File: src/rtl/rtc_bus_scheduler.sv
// rtl/rtc_bus_scheduler.sv - arbiter/sequencer sharing the RTC bus between a periodic time scan and host writes
module rtc_bus_scheduler #(
  parameter int         N_REGS      = 6,
  parameter logic [7:0] READ_BASE   = 8'h21,
  parameter int         REFRESH_DIV = 100000,
  parameter int         GAP_CYCLES  = 4,
  parameter int         TIMEOUT     = 63
) (
  input  logic                  clk,
  input  logic                  reset,
  input  logic                  wr_req,
  input  logic [7:0]            wr_addr,
  input  logic [7:0]            wr_data,
  input  logic                  scan_now,
  input  logic                  dir_flag,
  input  logic                  dat_flag,
  input  logic                  done,
  input  logic [7:0]            bus_in,
  output logic                  en_esc,
  output logic                  en_lect,
  output logic [7:0]            bus_out,
  output logic                  wr_ack,
  output logic [8*N_REGS-1:0]   time_out,
  output logic                  time_valid,
  output logic                  busy,
  output logic                  err
);

  localparam int RW = (REFRESH_DIV > 1) ? $clog2(REFRESH_DIV) : 1;
  localparam int IW = $clog2(N_REGS + 1);
  localparam int WW = $clog2(TIMEOUT + 1);
  localparam int GW = $clog2(GAP_CYCLES);

  typedef enum logic [1:0] {IDLE, WR_TXN, RD_TXN, GAP} state_t;

  state_t        state, next_state;
  logic [RW-1:0] refresh_cnt;
  logic          scan_pending;
  logic          scan_active;
  logic [IW-1:0] idx;
  logic [WW-1:0] wdog;
  logic [GW-1:0] gap_cnt;
  logic          done_d;
  logic [7:0]    shadow [N_REGS];

  logic en_any, done_rise, wd_expired, gap_end, refresh_tick;
  logic start_scan, wr_done, rd_done, abort, publish;

  assign en_any       = en_esc | en_lect;
  assign done_rise    = done & ~done_d & en_any;
  assign wd_expired   = en_any & ~done_rise & (wdog == WW'(TIMEOUT - 1));
  // GAP state is one cycle shorter than the low window: the enable rises a cycle after RD_TXN is entered
  assign gap_end      = (gap_cnt == GW'(GAP_CYCLES - 2));
  assign refresh_tick = (refresh_cnt == RW'(REFRESH_DIV - 1));

  always_ff @(posedge clk or posedge reset) begin
    if (reset) state <= IDLE;
    else       state <= next_state;
  end

  always_comb begin
    next_state = state;
    start_scan = 1'b0;
    wr_done    = 1'b0;
    rd_done    = 1'b0;
    abort      = 1'b0;
    publish    = 1'b0;
    case (state)
      IDLE: begin
        if (wr_req) begin
          next_state = WR_TXN;
        end else if (scan_pending) begin
          next_state = RD_TXN;
          start_scan = 1'b1;
        end
      end
      WR_TXN: begin
        if (done_rise) begin
          wr_done    = 1'b1;
          next_state = GAP;
        end else if (wd_expired) begin
          abort      = 1'b1;
          next_state = GAP;
        end
      end
      RD_TXN: begin
        if (done_rise) begin
          rd_done    = 1'b1;
          next_state = GAP;
        end else if (wd_expired) begin
          abort      = 1'b1;
          next_state = GAP;
        end
      end
      GAP: begin
        if (gap_end) begin
          if (scan_active && (idx < IW'(N_REGS))) begin
            next_state = RD_TXN;
          end else begin
            next_state = IDLE;
            publish    = scan_active && (idx == IW'(N_REGS));
          end
        end
      end
      default: next_state = IDLE;
    endcase
  end

  always_ff @(posedge clk or posedge reset) begin
    if (reset) begin
      refresh_cnt  <= '0;
      scan_pending <= 1'b0;
      scan_active  <= 1'b0;
      idx          <= '0;
      wdog         <= '0;
      gap_cnt      <= '0;
      done_d       <= 1'b0;
      en_esc       <= 1'b0;
      en_lect      <= 1'b0;
      bus_out      <= 8'h00;
      wr_ack       <= 1'b0;
      time_out     <= '0;
      time_valid   <= 1'b0;
      busy         <= 1'b0;
      err          <= 1'b0;
      for (int i = 0; i < N_REGS; i++) shadow[i] <= 8'h00;
    end else begin
      done_d      <= done;
      refresh_cnt <= refresh_tick ? '0 : refresh_cnt + RW'(1);

      // a trigger landing while one is already pending (or just being taken) is merged
      if (start_scan)                     scan_pending <= 1'b0;
      else if (refresh_tick || scan_now)  scan_pending <= 1'b1;

      if (start_scan)             scan_active <= 1'b1;
      else if (publish || abort)  scan_active <= 1'b0;

      if (start_scan)   idx <= '0;
      else if (rd_done) idx <= idx + IW'(1);

      if (en_any && ((state == WR_TXN) || (state == RD_TXN))) wdog <= wdog + WW'(1);
      else                                                   wdog <= '0;

      gap_cnt <= (state == GAP) ? gap_cnt + GW'(1) : '0;

      en_esc     <= (state == WR_TXN) && (next_state == WR_TXN);
      en_lect    <= (state == RD_TXN) && (next_state == RD_TXN);
      wr_ack     <= wr_done;
      err        <= abort;
      time_valid <= publish;
      busy       <= (next_state != IDLE);

      if (state == WR_TXN) begin
        if (dir_flag)      bus_out <= wr_addr;
        else if (dat_flag) bus_out <= wr_data;
      end else if ((state == RD_TXN) && dir_flag) begin
        bus_out <= READ_BASE + 8'(idx);
      end

      if ((state == RD_TXN) && dat_flag && (idx < IW'(N_REGS))) shadow[idx] <= bus_in;

      if (publish) begin
        for (int i = 0; i < N_REGS; i++) time_out[8*i +: 8] <= shadow[i];
      end
    end
  end

endmodule

File: config.mk
export PLATFORM = sky130hd
export DESIGN_NAME = rtc_bus_scheduler
export DESIGN_NICKNAME = d
export VERILOG_FILES = /design/src/rtl/rtc_bus_scheduler.sv
export SDC_FILE = /design/constraint.sdc
export NUM_CORES = 1
export LEC_CHECK = 0
export ABC_AREA = 0
export BUFFER_PORTS_ARGS = -buffer_cell sky130_fd_sc_hd__buf_4
export CORE_MARGIN = 3
export CORE_UTILIZATION = 55
export DETAILED_ROUTE_END_ITERATION = 10
export PLACE_DENSITY = 0.81
export SETUP_SLACK_MARGIN = 0.2
export SLEW_MARGIN = 20
export SYNTH_ARGS = -nofsm -noshare
export SYNTH_HDL_FRONTEND = slang
export SYNTH_SLANG_ARGS = --single-unit
export TNS_END_PERCENT = 1
File: constraint.sdc
create_clock -name clk -period 7.98 [get_ports clk]
set_input_delay 1.197 -clock clk [delete_from_list [all_inputs] [get_ports clk]]
set_output_delay 1.197 -clock clk [all_outputs]
set_load 0.02 [all_outputs]
==> results.txt, run 1 <==
The floorplan has 37 rows. Counting every net in the synthesized netlist gives 465. Count of buffers inserted at the top-level ports: 92. The net count reported at finish is 568, and the critical path depth is 1. The via count of the first global-routing pass is 3802. Once detailed placement completed, the half-perimeter wirelength came to 7.919 mm. The tree built by TritonCTS fans out to 143 sinks. The largest individual stage delay along the critical path comes from the cell sky130_fd_sc_hd__dfrtp_1.

The final hold violation count came out at 0. Using the TritonRoute via totals, the vias-per-cell ratio works out to 5.475. Fill cells in the final layout number 713. The worst pin sits at a relative slew slack of 49.90%. In this run the post-CTS setup repair buffer count came out at 0.

The most critical setup path has its endpoint at en_lect. Once the clock tree was built, the resizer swapped 0 gates to a different size. The worst hold path depth came out at 1. Walking the worst path, the cells encountered are buf_4.

The measured slew at the worst slew-check pin was 0.7515 ns; the number of max-slew violations in the final report was 0. At the end of routability-driven placement, the weighted congestion stood at 0.8441. The required time at the worst-slack endpoint was 6.78 ns.

Clock-pin slew was measured on the worst setup and hold paths at 0.06 ns. In the routed design, unresolved DRC markers number 0. The first global-routing pass estimated 19.09 mm of wire. Across the whole layout, storage elements account for 3578 um2. The number of nets with antenna violations after routing was 0.

Across the run, the number of max-cap violations was 0. For the setup TNS, the log shows 0 ns. The critical path is of the reg -> out type. The via count was 3701. The floorplan step defined a die boundary enclosing 12030 um2. For the worst-skew pair, the clock arrives at the later sink with an insertion delay of 0.52 ns. The flow ran to the end, and the final reports show no timing, DRC or antenna violations. The synthesized area divided by synthesized cell count came out at 13.94 um2. Setup repair after global routing left no endpoint under its margin. After synthesis the netlist holds a flip-flop and latch count of 143. In this run the vertical extent of the chip is 109.7 um. The tools report the worst setup timing slack at the placement stage as 5.344 ns.

The multi-input combinational cells in the finished layout cover a total of 2218 um2. The highest fanout seen on the critical path is 3. The worst hold path belongs to the class reg -> reg. Before antenna repair, the detailed router went through 7 iterations. The category of the worst setup path capture point was an output port. In this run the critical register-to-register path is captured at bus_out[0].

The logs give 88 for the maximum number of pins on one net before global-route repair and 0 for the total number of yosys warnings. VDD sags by at most 0.0001723 V. The detailed router finished its first iteration with 154 violations. For the worst flop-to-flop path, the logic depth is 5. The growth of design area from synthesis to finish is 23.39%. Summed over all layers, the routed wires come to 11.88 mm. The nature of the critical path startpoint is a register.

Once the floorplan was initialized, standard cells occupied 57.00% of the core. Setup slack closes at 5.688 ns. 0 antenna diodes ended up in the layout.

TritonCTS built the clock tree. The cell count after synthesis came out at 424. At the worst endpoint, the arrival time is 1.09 ns. The placeable core region came out at 10370 um2. Timing would allow up to 0.4364 GHz. The tools report the library cell used as clock root buffer as sky130_fd_sc_hd__clkbuf_8. During I/O placement, the number of pins put on the boundary was 93. Setup violations remaining at the end of the flow were counted as 0. Tracing the worst setup path back leads to its startpoint at en_lect. TritonCTS created 17 clock buffers.

No sink is reached through more buffers than the 2 on the longest clock path. The startpoint identified for the worst register-to-register timing path is state[1]. The distinct cell type count after synthesis was 50; the delay contributed by the slowest stage of the critical path was 0.41 ns. Leakage power summed over all cells: 3.620 nW. In this run the register-to-register setup slack is 5.90 ns. In the final layout, the share of cells above drive strength 1 is 44.07%. After synthesis, the share of flip-flops with an asynchronous set or reset is 100.0%. In this run the number of H-tree levels came out at 4.

Global routing consumed, over all layers together, 21.06% of the routing resources. The die is 109.7 um wide. In this design, the largest share of critical-path delay is due to flip-flops. Across the routed clock network, the largest skew measured is 0.01117 ns. The sum of buffers and inverters on the critical path was 1; the sum of overflow across all layers after global routing was 0. In this run the power density over the cells is 261.2 nW/um2. The share of the cycle needed by the critical path after routing works out to 28.72%. Summing the sequential cell areas from Yosys gives 60.54% of the chip area. In this run the cell area of the synthesized design comes to 5911 um2. The number of antenna violations at the first check in global routing is 0, and the number of buffers added to fix hold violations after cts is 0.

The average wire per standard cell was 17.57 um; the number of enable flip-flop cells after synthesis was 0. After layout, the minimum clock period comes to 2.292 ns. The most used flip-flop cell after synthesis is sky130_fd_sc_hd__dfrtp_1.
report_power, final:
part           internal [W]  switching, W
logic              0.000137      0.000157
clock network      0.000425      0.000327
registers          0.000809     0.0000510
total               0.00137      0.000535
routing by layer:
layer  wire (um)  GRT usage (%)  vias up
li1            -              -     1707
met1        5213          27.34     1898
met2        6023          34.92       80
met3         438          4.639       16
met4         200          7.747        0
met5           0              0        -
state kept, by name, summed over array words and instances (netlist names), 2 cells and up:
signal	count
state	2
bus_out	8
time_out	48
wdog	6
refresh_cnt	17
shadow	48
idx	3
gap_cnt	2
worst min-delay path by stage:
| stage | start | to | slack (ns) |
|---|---|---|---|
| after floorplan | gap_cnt[0] | gap_cnt[0] | 0.40 |
| after detailed placement | gap_cnt[0] | gap_cnt[0] | 0.43 |
| after global routing | gap_cnt[0] | gap_cnt[0] | 0.45 |
| final | gap_cnt[0] | gap_cnt[0] | 0.44 |
| after CTS | gap_cnt[0] | gap_cnt[0] | 0.44 |
| after global placement | gap_cnt[0] | gap_cnt[0] | 0.42 |
area by class of cell:
cell class,instances,share of cell area [%]
clock inverters,14,2.093
inverters,12,0.6862
flip-flops and latches,143,49.07
multi-input cells,259,30.42
well taps,136,2.333
clock buffers,18,5.730
repair buffers,94,9.676
kinds of logic (layout without fill, tap and decap cells):
logic type | count (synthesis) | after routing | synth area share (%)
flip-flops | 143 | 143 | 60.54
adder cells (fa/ha/maj) | 10 | 10 | 2.117
AO/OA/AOI/OAI | 28 | 28 | 3.239
buffers and inverters | 22 | 138 | 1.926
AND/OR/NAND/NOR | 94 | 94 | 8.933
XOR/XNOR | 20 | 20 | 2.964
multiplexers | 107 | 107 | 20.28
cells in the mapped netlist, types with 2 or more instances:
library cell | count | area [um2]
sky130_fd_sc_hd__nand3_1 | 14 | 70.07
sky130_fd_sc_hd__o21ai_0 | 8 | 40.04
sky130_fd_sc_hd__a21oi_1 | 6 | 30.03
sky130_fd_sc_hd__nor2_2 | 4 | 25.02
sky130_fd_sc_hd__nor2b_1 | 5 | 31.28
sky130_fd_sc_hd__ha_1 | 10 | 125.1
sky130_fd_sc_hd__and3_1 | 4 | 25.02
sky130_fd_sc_hd__or3_1 | 2 | 12.51
sky130_fd_sc_hd__nor2_1 | 25 | 93.84
sky130_fd_sc_hd__nand2_1 | 13 | 48.80
sky130_fd_sc_hd__nor4_1 | 2 | 12.51
sky130_fd_sc_hd__nand2b_1 | 2 | 12.51
sky130_fd_sc_hd__inv_1 | 12 | 45.04
sky130_fd_sc_hd__mux2_1 | 2 | 22.52
sky130_fd_sc_hd__mux2_2 | 100 | 1126
sky130_fd_sc_hd__mux2i_1 | 5 | 50.05
sky130_fd_sc_hd__buf_6 | 2 | 22.52
sky130_fd_sc_hd__dfrtp_1 | 143 | 3578
sky130_fd_sc_hd__buf_4 | 3 | 22.52
sky130_fd_sc_hd__nand4_1 | 4 | 25.02
sky130_fd_sc_hd__buf_2 | 4 | 20.02
sky130_fd_sc_hd__o31ai_1 | 2 | 15.01
sky130_fd_sc_hd__xor2_1 | 6 | 52.55
sky130_fd_sc_hd__xnor2_1 | 14 | 122.6
sky130_fd_sc_hd__a211oi_1 | 3 | 22.52
sky130_fd_sc_hd__nor3_1 | 3 | 15.01
sky130_fd_sc_hd__and4_1 | 3 | 26.28
metrics by stage:
stage | total power, W | cells | area [um2] | hold slack [ns] | util [%]
after floorplan | 0.001060 | 424 | 5911 | 0.4024 | -
after global placement | 0.001147 | 644 | 6723 | 0.4161 | 64.83
after detailed placement | 0.001164 | 644 | 6723 | 0.4282 | 64.83
after CTS | 0.001916 | 676 | 7293 | 0.4365 | 70.33
after global routing | 0.001988 | 676 | 7293 | 0.4538 | 70.33
final | 0.001905 | 676 | 7293 | 0.4356 | 70.33
layout by cell type (no fill, tap or decap), types with 8 or more instances in the layout:
| cell type | count |
|---|---|
| sky130_fd_sc_hd__ha_1 | 10 |
| sky130_fd_sc_hd__buf_4 | 94 |
| sky130_fd_sc_hd__o21ai_0 | 8 |
| sky130_fd_sc_hd__dfrtp_1 | 143 |
| sky130_fd_sc_hd__mux2_2 | 100 |
| sky130_fd_sc_hd__inv_1 | 11 |
| sky130_fd_sc_hd__nand2_1 | 13 |
| sky130_fd_sc_hd__nand3_1 | 14 |
| sky130_fd_sc_hd__clkbuf_16 | 16 |
| sky130_fd_sc_hd__nor2_1 | 25 |
| sky130_fd_sc_hd__xnor2_1 | 14 |
No activity file was read; power rests on OpenSTA's default activity.
==> run 2: changes to the inputs <==
Clock period 7.98 ns to 2.2 ns, I/O delays scaled along.
==> results.txt, run 2 (synthesis gave the netlist of run 1 again) <==
Routability congestion estimate from global placement: 0.8293 (-1.8%). The number of antenna violations at the first check in global routing was 0 (unchanged); the via count of the first global-routing pass was 3936 (+3.5%). The via count is 3757 (+1.5%), and the final setup violation count is 0 (unchanged). In the layout the commonest cells are 143 x sky130_fd_sc_hd__dfrtp_1, 100 x sky130_fd_sc_hd__mux2_2, 95 x sky130_fd_sc_hd__buf_4, 25 x sky130_fd_sc_hd__nor2_1, 16 x sky130_fd_sc_hd__clkbuf_16. The final hold violation count is 0 (unchanged). The number of violations of the max-capacitance limit is 0 (unchanged), and the total inserted antenna cells is 0 (unchanged). The clock latency reported for the late side of the worst-skew pair is 0.52 ns (about the same), and the height of the die is 109.7 um (unchanged). The tightest slew margin relative to the limit came out at 53.73% (+3.8 points). Walking the worst path, the cells encountered are inv_1 > ha_1 > nand3_1 > or3_1 > mux2_2. The library cell used most frequently in the layout, excluding fill and tap cells, is sky130_fd_sc_hd__dfrtp_1.

The overall die area was 12030 um2 (unchanged). The maximum level of the CTS H-tree is 4 (unchanged), and the required time at the worst-slack endpoint is 2.60 ns (-4.18 ns). The worst setup timing slack at the placement stage came out at 0.2517 ns (-5.092 ns). By startpoint and endpoint, the worst setup path is classified as reg -> reg.

The tools report the category of the worst setup path capture point as a register. The I/O pin total came out at 93 (unchanged). The path class of the tightest hold or removal check is in -> reg. The logs give 0.0006439 V (+270%) for the maximum VDD drop and 5 (-2) for the detailed-routing iteration count for the pre-antenna-repair pass. Net count reported at finish: 575 (+1.2%).

The highest fanout seen on the critical path was 8 (+5); the worst clock skew was 0.005840 ns (-0.005330 ns). The number of nets with antenna violations after routing is 0 (unchanged). Based on the critical path, the design can be clocked at up to 0.5085 GHz. The clock tree buffer depth was 2 (unchanged). The delay contributed by the slowest stage of the critical path was 0.51 ns (+0.10 ns); the total track usage was 22.23% (+1.2 points).

The number of rows created at floorplan was 37 (unchanged); the total length of routed wires was 12.35 mm (+4.0%). The flow ran to the end, and the final reports show no timing, DRC or antenna violations. The starting utilization of the core area is 57.00% (unchanged).

The leakage power summed over all cells is 3.675 nW (+1.5%). The power density normalized to cell area came out at 960.1 nW/um2 (+270%). The number of buffers added by the clock tree synthesis step was 17 (unchanged); the count of buffers inserted at the top-level ports was 92 (unchanged). TritonCTS built the clock tree. The x dimension of the die is 109.7 um (unchanged).

Average wire per standard cell: 18.13 um (+3.2%). The library cell used as clock root buffer is sky130_fd_sc_hd__clkbuf_8. In the final layout, the registers with the most flip-flops are shadow: 48 flops, time_out: 48 flops, refresh_cnt: 17 flops. The top cell family by delay on the critical path was simple AND/OR/NAND/NOR gates. STA classifies the critical path startpoint as a register. The tools report the placeable core region as 10370 um2 (unchanged). The worst path arrival time is 2.37 ns (+1.28 ns).

The clock transition at the registers of the reported paths works out to 0.06 ns (about the same). The initial DRC count was 163 (+5.8%); the number of clock sinks was 143 (unchanged). For the wire length of the first global-routing pass, the log shows 20.07 mm (+5.1%).

For the maximum number of pins on one net before global-route repair, the log shows 50 (-43%). The tools report the setup TNS as 0 ns (unchanged). Setup repair after global routing could not meet its margin everywhere.

For the sum of overflow across all layers after global routing, the log shows 0 (unchanged). The smallest setup slack after layout is 0.2335 ns (-5.455 ns). The average vias per placed instance is 5.517 (+0.77%), and the sum of buffers and inverters on the critical path is 1 (unchanged). The final HPWL from detailed placement is 8.359 mm (+5.6%). Fill cell instance count of the final layout: 670 (-6.0%). From synthesis to final layout, the design area changed by 25.57%. Of the available clock period, the critical path in the final layout requires 89.39%. For the finished layout, the period the worst path requires is 1.966 ns. The post-route DRC violation count is 0 (unchanged), and the layout cell share with drive strength beyond 1 is 44.59% (+0.51 points). The measured slew at the worst slew-check pin came out at 0.6926 ns (-0.05894 ns). The slowest stage of the critical path is the sky130_fd_sc_hd__or3_1 cell.

Number of max-slew violations in the final report: 0 (unchanged).
==> run 2: cell count changes in the layout (fill, tap and decap cells not counted), moves of 2 or more <==
cell | before | now
sky130_fd_sc_hd__buf_12 | 0 | 4
sky130_fd_sc_hd__clkinv_4 | 4 | 1
sky130_fd_sc_hd__bufinv_16 | 1 | 3
sky130_fd_sc_hd__clkinvlp_4 | 3 | 5
sky130_fd_sc_hd__dlygate4sd3_1 | 0 | 2
sky130_fd_sc_hd__inv_8 | 2 | 0
==> run 2: layout make-up <==
cell class	count	area [um2]	area share [%]
Timing Repair Buffer	101	813.3	10.96
Clock buffer	18	427.9	5.765
Tap cell	136	170.2	2.293
Sequential cell	143	3578	48.21
Inverter	12	48.80	0.6575
Multi-Input combinational cell	259	2223	29.96
Clock inverter	12	160.2	2.158
==> run 2: power breakdown <==
group | leakage, nW | internal (W) | switching, W | total, W
clock | 0.276 | 0.00175 | 0.00110 | 0.00285
sequential | 1.93 | 0.00294 | 0.000203 | 0.00314
combinational | 1.47 | 0.000526 | 0.000609 | 0.00114
==> run 2: through the flow <==
stage / std cells / util (%) / hold slack, ns / area (um2) / total power (W)
2_1_floorplan: 424 / - / 0.3614 / 5914 / 0.003847
3_3_place_gp: 649 / 65.66 / 0.4159 / 6809 / 0.004213
3_5_place_dp: 649 / 65.66 / 0.4279 / 6809 / 0.004292
4_1_cts: 681 / 71.53 / 0.01300 / 7417 / 0.007156
5_1_grt: 681 / 71.57 / 0.02189 / 7422 / 0.007408
6_report: 681 / 71.57 / 0.03224 / 7422 / 0.007126
==> run 2: what timing repair did <==
action                                  4_1_cts  5_1_grt
hold buffers                                  2        0
buffers inserted                              0        0
resized for setup                             0        1
hold endpoints to repair                     27        0
endpoints found under the setup margin        0       41
==> run 2: path summary, 6_finish.rpt <==
check | from | end | slack [ns] | depth (start not counted)
hold / removal | scan_now | scan_pending | 0.03 | 2
hold reg to reg | gap_cnt[0] | gap_cnt[0] | 0.43 | 1
max in group asynchronous | reset | refresh_cnt[13] | 1.05 | 4
setup reg to reg | state[0] | shadow[36] | 0.23 | 5
setup / recovery | state[0] | shadow[36] | 0.23 | 5
min in group asynchronous | reset | time_out[1] | 0.49 | 3
==> run 2: routing by layer <==
metal	vias up	routed length, um	track usage [%]
li1	1715	-	-
met3	25	535	5.226
met1	1921	5240	28.67
met5	-	0	0
met2	96	6324	36.49
met4	0	248	8.905
==> run 2: worst reg2reg max path, cell delays in order (launching register included) <==
cell	delay (ns)
sky130_fd_sc_hd__dfrtp_1	0.43
sky130_fd_sc_hd__inv_1	0.12
sky130_fd_sc_hd__ha_1	0.27
sky130_fd_sc_hd__nand3_1	0.19
sky130_fd_sc_hd__or3_1	0.51
sky130_fd_sc_hd__mux2_2	0.33
==> run 3: changes to the inputs <==
Clock period 2.2 ns to 2.1 ns, I/O delays scaled along.
==> results.txt, run 3 (synthesis gave the netlist of run 1 again) <==
Worst hold slack across all endpoints: -0.02530 ns (-0.05754 ns). The setup fix buffers added after clock tree synthesis came out at 0 (unchanged). Measured slew at the worst slew-check pin: 0.7603 ns (+0.06774 ns).

The routability congestion estimate from global placement is 0.8052 (-2.9%). For the wire length of the first global-routing pass, the log shows 19.30 mm (-3.9%). The number of antenna violations at the first check in global routing is 0 (unchanged), and the clock transition at the registers of the reported paths is 0.07 ns (about the same). The via count is 3773 (+0.43%), and the standard cell area after detailed placement is 6769 um2 (-0.59%).

The tools report the final setup violation count as 0 (unchanged). The run gives 0 (unchanged) as the number of nets with antenna violations after routing. The count of placed standard cells including taps is 647 (-0.31%). The tools report the overall die area as 12030 um2 (unchanged). Setup repair after global routing could not meet its margin everywhere. The delay contributed by the slowest stage of the critical path is 0.42 ns (-0.09 ns), and the height of the die is 109.7 um (unchanged).

The run gives 0 (unchanged) as the number of violations of the max-capacitance limit. The run gives 0.008708 ns (+0.002868 ns) as the worst clock skew. Net count reported at finish: 572 (-0.52%). Traced cell by cell, the critical path runs through inv_1 > ha_2 > o21ai_4 > nor4b_4 > o41ai_4 > a211oi_1. The final hold violation count is 7 (+7). The worst setup path is of the reg -> reg kind.

The tools report the maximum level of the CTS H-tree as 4 (unchanged). Relative to the synthesized area, the layout overhead comes to 24.64%. The average vias per placed instance is 5.549 (+0.57%). The number of max-slew violations in the final report was 0 (unchanged); the share of the cycle needed by the critical path after routing was 90.22% (+0.83 points). The x dimension of the die was 109.7 um (unchanged); the post-route minimum period was 1.895 ns (-0.07191 ns).

The path class of the tightest hold or removal check is in -> async. The tightest slew margin relative to the limit is 49.31% (-4.4 points), and the total length of routed wires is 12.13 mm (-1.8%). The count of buffers inserted at the top-level ports was 92 (unchanged); the sum of overflow across all layers after global routing was 0 (unchanged). The setup TNS was 0 ns (unchanged).

The average wire per standard cell works out to 17.84 um (-1.6%). The total track usage was 21.39% (-0.84 points); the number of rows created at floorplan was 37 (unchanged). For the post-route non-filler standard cell count, the log shows 680 (-0.15%). The top cell types in the final layout, fill and taps aside, are 143 x sky130_fd_sc_hd__dfrtp_1, 100 x sky130_fd_sc_hd__mux2_2, 95 x sky130_fd_sc_hd__buf_4, 25 x sky130_fd_sc_hd__nor2_1, 16 x sky130_fd_sc_hd__clkbuf_16. The logs give 3808 (-3.3%) for the via count of the first global-routing pass and 0 (unchanged) for the post-route DRC violation count. Library cell used as clock root buffer: sky130_fd_sc_hd__clkbuf_8. The worst path arrival time is 2.31 ns (-0.06 ns). The run gives 7367 um2 (-0.74%) as the final design area excluding fillers. The leakage power summed over all cells was 3.644 nW (-0.85%). The most common cell after layout, fill and taps aside is sky130_fd_sc_hd__dfrtp_1. The initial DRC count came out at 181 (+11%). The run gives 5 (unchanged) as the detailed-routing iteration count for the pre-antenna-repair pass. The power density normalized to cell area is 977.9 nW/um2 (+1.9%). The logs give 2 (unchanged) for the clock tree buffer depth and 143 (unchanged) for the number of clock sinks. Grouping stages by cell kind, the critical path spends the most delay in compound AO/OA/AOI/OAI gates. For the maximum VDD drop, the log shows 0.0006902 V (+7.2%). The I/O pin total came out at 93 (unchanged).

TritonCTS built the clock tree. The largest individual stage delay along the critical path comes from the cell sky130_fd_sc_hd__dfrtp_1. The number of buffers added by the clock tree synthesis step was 17 (unchanged); the final HPWL from detailed placement was 7.971 mm (-4.6%).

The layout cell share with drive strength beyond 1 is 45.04% (+0.45 points). The flow ran to the end, but the final reports show violations. The starting utilization of the core area is 57.00% (unchanged). The sum of buffers and inverters on the critical path was 1 (unchanged). The total inserted antenna cells was 0 (unchanged); the fmax was 0.5278 GHz (+3.8%). The run gives 144 (+190%) as the maximum number of pins on one net before global-route repair. The category of the worst setup path capture point was a register. The nature of the critical path startpoint was a register.

The clock latency reported for the late side of the worst-skew pair was 0.52 ns (about the same). The largest registers in the layout are shadow: 48 flops, time_out: 48 flops, refresh_cnt: 17 flops. The required time at the worst-slack endpoint is 2.51 ns (-0.09 ns). The placeable core region is 10370 um2 (unchanged), and the highest fanout seen on the critical path is 8 (unchanged). The final reports fail on negative hold slack.
==> run 3: cell type report <==
type / instances / area [um2]
Sequential cell: 143 / 3578
Fill cell: 706 / 3003
Multi-Input combinational cell: 259 / 2262
Timing Repair Buffer: 98 / 763.2
Clock buffer: 20 / 445.4
Tap cell: 136 / 170.2
Clock inverter: 12 / 98.84
Inverter: 12 / 48.80
==> run 3: tightest hold or removal path, cell delays in order <==
cell                         delay, ns
sky130_fd_sc_hd__buf_4            0.12
sky130_fd_sc_hd__clkinvlp_4       0.07
sky130_fd_sc_hd__buf_12           0.49
==> run 3: per-layer routing <==
layer | track usage [%] | wire [um] | vias up
met5 | 0 | 0 | -
met4 | 8.014 | 238 | 0
met3 | 4.463 | 522 | 20
met2 | 36.05 | 6299 | 100
met1 | 27.33 | 5070 | 1934
li1 | - | - | 1719
==> run 3: timing repair <==
item / 4_1_cts / 5_1_grt
cloned: 0 / 0
pin swaps: 0 / 1
hold buffers: 1 / 0
resized for setup: 2 / 6
endpoints found under the setup margin: 18 / 43
hold endpoints to repair: 1 / 0
==> run 3: final timing paths <==
check | endpoint | depth (start not counted) | slack [ns] | start
max reg2reg | en_esc | 6 | 0.21 | state[1]
min in group clk | scan_pending | 2 | 0.04 | scan_now
min | time_out[44] | 3 | -0.03 | reset
max in group asynchronous | time_out[3] | 3 | 1.52 | reset
max | en_esc | 6 | 0.21 | state[1]
min reg2reg | gap_cnt[0] | 1 | 0.43 | gap_cnt[0]
==> run 3: per-stage QoR <==
step                      setup slack, ns  power (W)  util (%)
after floorplan                 -0.006057   0.004030         -
after global placement             0.2404   0.004392     65.28
after detailed placement           0.1277   0.004463     65.28
after CTS                          0.1467   0.007230     70.78
after global routing               0.1045   0.007517     71.04
final                              0.2054   0.007204     71.04
==> run 3: where the power goes <==
group          internal (W)  switching (W)  leakage (nW)
registers           0.00308       0.000212          1.93
logic              0.000564       0.000633          1.45
clock network       0.00154        0.00118         0.264
total               0.00518        0.00203          3.64
